==> src/rtl/life_grid_engine.sv <==
// Game of Life engine: ROWS x COLS grid, serial row-major load, one-cycle parallel
// generation update, serial readout with backpressure, stable/extinct detection.
module life_grid_engine #(
    parameter int ROWS  = 6,
    parameter int COLS  = 6,
    parameter int GEN_W = 8
) (
    input  logic             clock,
    input  logic             rst_n,
    input  logic             in_valid,
    input  logic             in_bit,
    output logic             in_ready,
    input  logic             start,
    input  logic [GEN_W-1:0] gens_req,
    input  logic             wrap_en,
    input  logic             stop_on_stable,
    input  logic             abort,
    input  logic             clear,
    output logic             out_valid,
    output logic             out_bit,
    output logic             out_last,
    input  logic             out_ready,
    output logic             busy,
    output logic [GEN_W-1:0] gen_count,
    output logic             stable,
    output logic             extinct
);

    localparam int N     = ROWS * COLS;
    localparam int IDX_W = $clog2(N);
    localparam logic [IDX_W-1:0] LAST_IDX = IDX_W'(N - 1);

    typedef enum logic [1:0] {
        S_LOAD,
        S_READY,
        S_COMPUTE,
        S_DRAIN
    } state_t;

    state_t             state;
    logic [N-1:0]       grid;
    logic [N-1:0]       next_grid;
    logic [IDX_W-1:0]   idx;
    logic [GEN_W-1:0]   gens_q;
    logic               wrap_q;
    logic               stop_q;
    logic               run_done;

    // Neighbour lookup: toroidal when wrapping, otherwise off-grid cells read as dead.
    function automatic logic cell_at(input logic [N-1:0] g, input int r, input int c,
                                     input logic wrap);
        int rr;
        int cc;
        rr = wrap ? (r + ROWS) % ROWS : r;
        cc = wrap ? (c + COLS) % COLS : c;
        if (rr < 0 || rr >= ROWS || cc < 0 || cc >= COLS) begin
            return 1'b0;
        end
        return g[IDX_W'(rr * COLS + cc)];
    endfunction

    always_comb begin : next_gen
        logic [3:0] sum;
        // NOTE: defaults before the loops keep every path assigned, so no latch is inferred.
        next_grid = '0;
        sum       = '0;
        for (int r = 0; r < ROWS; r++) begin
            for (int c = 0; c < COLS; c++) begin
                sum = '0;
                for (int dr = -1; dr <= 1; dr++) begin
                    for (int dc = -1; dc <= 1; dc++) begin
                        if (dr != 0 || dc != 0) begin
                            sum = sum + 4'(cell_at(grid, r + dr, c + dc, wrap_q));
                        end
                    end
                end
                next_grid[IDX_W'(r * COLS + c)] = (sum == 4'd3) ||
                    (grid[IDX_W'(r * COLS + c)] && (sum == 4'd2));
            end
        end
    end

    assign run_done = ((gens_q != '0) && (gen_count == gens_q)) ||
                      (stop_q && (stable || extinct));

    assign in_ready = (state == S_LOAD);
    assign busy     = (state == S_COMPUTE) || (state == S_DRAIN);

    // NOTE: all state uses non-blocking assignments so every flop samples pre-edge values.
    always_ff @(posedge clock or negedge rst_n) begin
        if (!rst_n) begin
            state     <= S_LOAD;
            // NOTE: the grid is a flop array rather than RAM, so an async reset is legal here.
            grid      <= '0;
            idx       <= '0;
            gens_q    <= '0;
            wrap_q    <= 1'b0;
            stop_q    <= 1'b0;
            gen_count <= '0;
            stable    <= 1'b0;
            extinct   <= 1'b0;
            out_valid <= 1'b0;
            out_bit   <= 1'b0;
            out_last  <= 1'b0;
        end else begin
            case (state)
                S_LOAD: begin
                    if (in_valid) begin
                        grid[idx] <= in_bit;
                        if (idx == LAST_IDX) begin
                            idx   <= '0;
                            state <= S_READY;
                        end else begin
                            idx <= idx + 1'b1;
                        end
                    end
                end
                S_READY: begin
                    // clear has priority over start
                    if (clear) begin
                        grid  <= '0;
                        idx   <= '0;
                        state <= S_LOAD;
                    end else if (start) begin
                        gens_q    <= gens_req;
                        wrap_q    <= wrap_en;
                        stop_q    <= stop_on_stable;
                        gen_count <= '0;
                        stable    <= 1'b0;
                        extinct   <= 1'b0;
                        state     <= S_COMPUTE;
                    end
                end
                S_COMPUTE: begin
                    if (abort) begin
                        state <= S_READY;
                    end else begin
                        grid <= next_grid;
                        if (gen_count != '1) begin
                            gen_count <= gen_count + 1'b1;
                        end
                        stable    <= (next_grid == grid);
                        extinct   <= (next_grid == '0);
                        idx       <= '0;
                        out_valid <= 1'b1;
                        out_bit   <= next_grid[0];
                        out_last  <= 1'b0;
                        state     <= S_DRAIN;
                    end
                end
                S_DRAIN: begin
                    if (abort) begin
                        out_valid <= 1'b0;
                        out_bit   <= 1'b0;
                        out_last  <= 1'b0;
                        idx       <= '0;
                        state     <= S_READY;
                    end else if (out_ready) begin
                        if (idx == LAST_IDX) begin
                            out_valid <= 1'b0;
                            out_bit   <= 1'b0;
                            out_last  <= 1'b0;
                            idx       <= '0;
                            state     <= run_done ? S_READY : S_COMPUTE;
                        end else begin
                            idx      <= idx + 1'b1;
                            out_bit  <= grid[idx + 1'b1];
                            out_last <= ((idx + 1'b1) == LAST_IDX);
                        end
                    end
                end
                default: state <= S_LOAD;
            endcase
        end
    end

endmodule

==> config.mk <==
export PLATFORM = sky130hd
export DESIGN_NAME = life_grid_engine
export DESIGN_NICKNAME = d
export VERILOG_FILES = /design/src/rtl/life_grid_engine.sv
export SDC_FILE = /design/constraint.sdc
export NUM_CORES = 1
export LEC_CHECK = 0
export CAP_MARGIN = 20
export CORE_UTILIZATION = 54
export DETAILED_ROUTE_END_ITERATION = 6
export PLACE_DENSITY = 0.69
export SLEW_MARGIN = 20
export SYNTH_ARGS = -nofsm -noshare
export SYNTH_HDL_FRONTEND = slang
export SYNTH_SLANG_ARGS = --single-unit
==> constraint.sdc <==
create_clock -name clock -period 8.2 [get_ports clock]
set_input_delay 1.64 -clock clock [delete_from_list [all_inputs] [get_ports clock]]
set_output_delay 1.64 -clock clock [all_outputs]
set_load 0.02 [all_outputs]
==> flow_metrics.tcl <==
set metrics [dict create \
    grt-ovfl-total 0 \
    slew_violations 0 \
    synth-xor-area-share 0.00982 \
    cts_resized 0 \
    die_x_microns 131 \
    yosys.area.top_type_share 0.233 \
    cts_inserted_buffers 9 \
    crit_type "flop to flop" \
    dieArea_sq_um 17000 \
    grt.busiest_layer "met2" \
    synth_seq_area_share 0.185 \
    yosys.area.top_type "fa_1" \
    die_y_microns 131 \
    rsz0062_at_grt "no" \
    setup_viol 0 \
    async_flop_share 1.00 \
    path_clk_slew_ns 0.07 \
    pin_count 33 \
    r2r_slack_ns 3.23 \
    min_path_cells 1 \
    critPathLaunch "wrap_q$_DFFE_PN0P_" \
    timing.rr.end "stable$_DFFE_PN0P_" \
    tns_ns 0 \
    skew_ns 0.0120 \
    rows 46 \
    synthAdderAreaFrac 0.354 \
    holdWs_ns 0.529 \
    cts_max_path_buffers 2 \
    cp.arrival_ns 5.23 \
    cpMostUsedCell "fa_1" \
    hold_viol_final 0 \
    yosysMostFrequentCell "inv_1" \
    core_sq_um 16000 \
    hold_class "flop to flop" \
    first_pass_iters 6 \
    area_growth_pct 8.65 \
    path_cells "nand2_1, inv_1, fa_1, inv_1, fa_1, fa_1, inv_1, ha_1, fa_1, o2111ai_1, nor4_1, nand4_1, nor4_2, nand4_1, o41ai_2" \
    io_buffer_count 31 \
    grt_util_met1 0.462 \
    clock_sinks 66 \
    wl_per_cell_microns 22.2 \
    max_freq_ghz 0.201 \
    route.detailed.drc 0 \
    htree_num_levels 3 \
    synth.avg_cell_area_sq_um 8.96 \
    fin_nets 1218 \
    grtUsageMet3 0.0794 \
    period_minus_slack_ns 4.97 \
    antennaDiodeCount 0 \
    crit_buf_inv 3 \
    synth_nets 1204 \
    min_from "gens_q[5]$_DFFE_PN0P_" \
    antenna_found_initial 0 \
    syn_inst 996 \
    endpoint_kind "flop" \
    grt_pass1_vias 7460 \
    critical_path.top_delay_family "adder cells" \
    ys_top_cells_by_count "143 x inv_1, 104 x fa_1, 86 x ha_1" \
    grt_first_pass_wirelength_mm 42.8 \
    synth-simple-area-share 0.171 \
    grt_max_degree 67 \
    place_congestion 0.995 \
    start_util 0.558 \
    r2r_start "wrap_q$_DFFE_PN0P_" \
    status "finished, final reports clean" \
    cpPeakStageDelay_ns 0.77 \
    post_route_cells_drive_above_1_share 0.0611 \
    hpwl_mm 20.9 \
    fill_cells 1477 \
    syn_area_sq_um 8920 \
    synth_top_family_by_area "adder cells" \
    ys_types 70 \
    ys_ff_latch 66 \
    use_met2 0.540 \
    synth-edff-count 0 \
    drt_iter0_drc 729 \
    finalCritPeriodShare 0.606 \
    cp.required_ns 8.46 \
    path_max_fanout 20 \
    cts_hold_buf 0 \
    multi_input_area_sq_um 6600 \
    cts_setup_buffers 0 \
    regArea_sq_um 1650 \
    via_count 7665 \
    vias_per_cell 6.23 \
    relSlewSlack 0.244 \
    yosysWarnings 0 \
    wirelength_mm 27.3 \
    worstSkewPairLatency_ns 0.36 \
    ant_nets 0 \
    ff2ff_path_depth 15 \
    worst_slew_pin_slew_ns 1.13 \
    synth_compound_area_frac 0.152 \
    startpoint_type "flop" \
    synthTopCellsByArea "fa_1 23%, dfrtp_1 19%, ha_1 12%" \
    synthFlopType "dfrtp_1" \
    synth.mux.area_fraction 0.0509 \
    cts-root-buf "clkbuf_16" \
    hold_path_end "gens_q[5]$_DFFE_PN0P_" \
    drv_cap 0 \
    gr-usage-all-layers 0.347 \
    crit_slowest_cell "dfrtp_1" \
    cts_tree "done" \
]
worst reg2reg max path, delay by kind of cell, from the launching register on:
kind / cells / cell delay (ns)
AO/OA/AOI/OAI: 2 / 0.35
flip-flops: 1 / 0.77
buffers and inverters: 3 / 0.26
adder cells (fa/ha/maj): 5 / 2.12
AND/OR/NAND/NOR: 5 / 1.36
cell type report:
| type | count | area share |
|---|---|---|
| sequential | 66 | 0.170 |
| clock inverter | 7 | 0.00632 |
| timing repair buffer | 36 | 0.0354 |
| inverter | 145 | 0.0561 |
| multi-input combinational | 752 | 0.681 |
| tap | 216 | 0.0279 |
| clock buffer | 9 | 0.0232 |
cell families after synthesis:
logic type / count (synthesis)
AND/OR/NAND/NOR: 301
AO/OA/AOI/OAI: 220
adder cells (fa/ha/maj): 190
buffers and inverters: 178
flip-flops: 66
multiplexers: 30
XOR/XNOR: 10
other: 1
cell usage in the layout, fill, tap and decap left out, types with 10 or more instances in the layout:
cell and n:
inv_1 143, fa_1 104, ha_1 86, nand2_1 80, a21oi_1 71, nor2_1 70, dfrtp_1 66, o21ai_0 59
clkdlybuf4s50_1 30, nor3_1 25, nand3_1 17, nand2b_1 15, and3_1 13, mux2_2 13, nand4_1 11, nor4_1 11
mux4_2 11, nor3b_1 10
worst max path at each step:
stage	end	cells past startpoint	slack [ns]
2_1_floorplan	stable$_DFFE_PN0P_	16	4.11
3_3_place_gp	stable$_DFFE_PN0P_	15	3.50
3_5_place_dp	stable$_DFFE_PN0P_	15	3.35
4_1_cts	stable$_DFFE_PN0P_	15	3.30
5_1_grt	stable$_DFFE_PN0P_	15	2.98
6_report	stable$_DFFE_PN0P_	15	3.23
stage by stage:
| stage | setup WS (ns) | std cells | utilization | area, sq um |
|---|---|---|---|---|
| after floorplan | 4.11 | 996 | - | 8920 |
| after global placement | 3.50 | 1215 | 0.587 | 9400 |
| after detailed placement | 3.35 | 1215 | 0.588 | 9400 |
| after CTS | 3.30 | 1231 | 0.606 | 9690 |
| after global routing | 2.98 | 1231 | 0.606 | 9690 |
| final | 3.23 | 1231 | 0.606 | 9690 |
per-layer routing:
metal  wire [microns]  vias to the layer above
met3             2390                       85
li1                 -                     3477
met5                0                        -
met4             1180                        0
met2            12200                      349
met1            11500                     3754
Power is not shown: default switching activity piles up to over one toggle a cycle in this logic, so the estimate is an artifact.
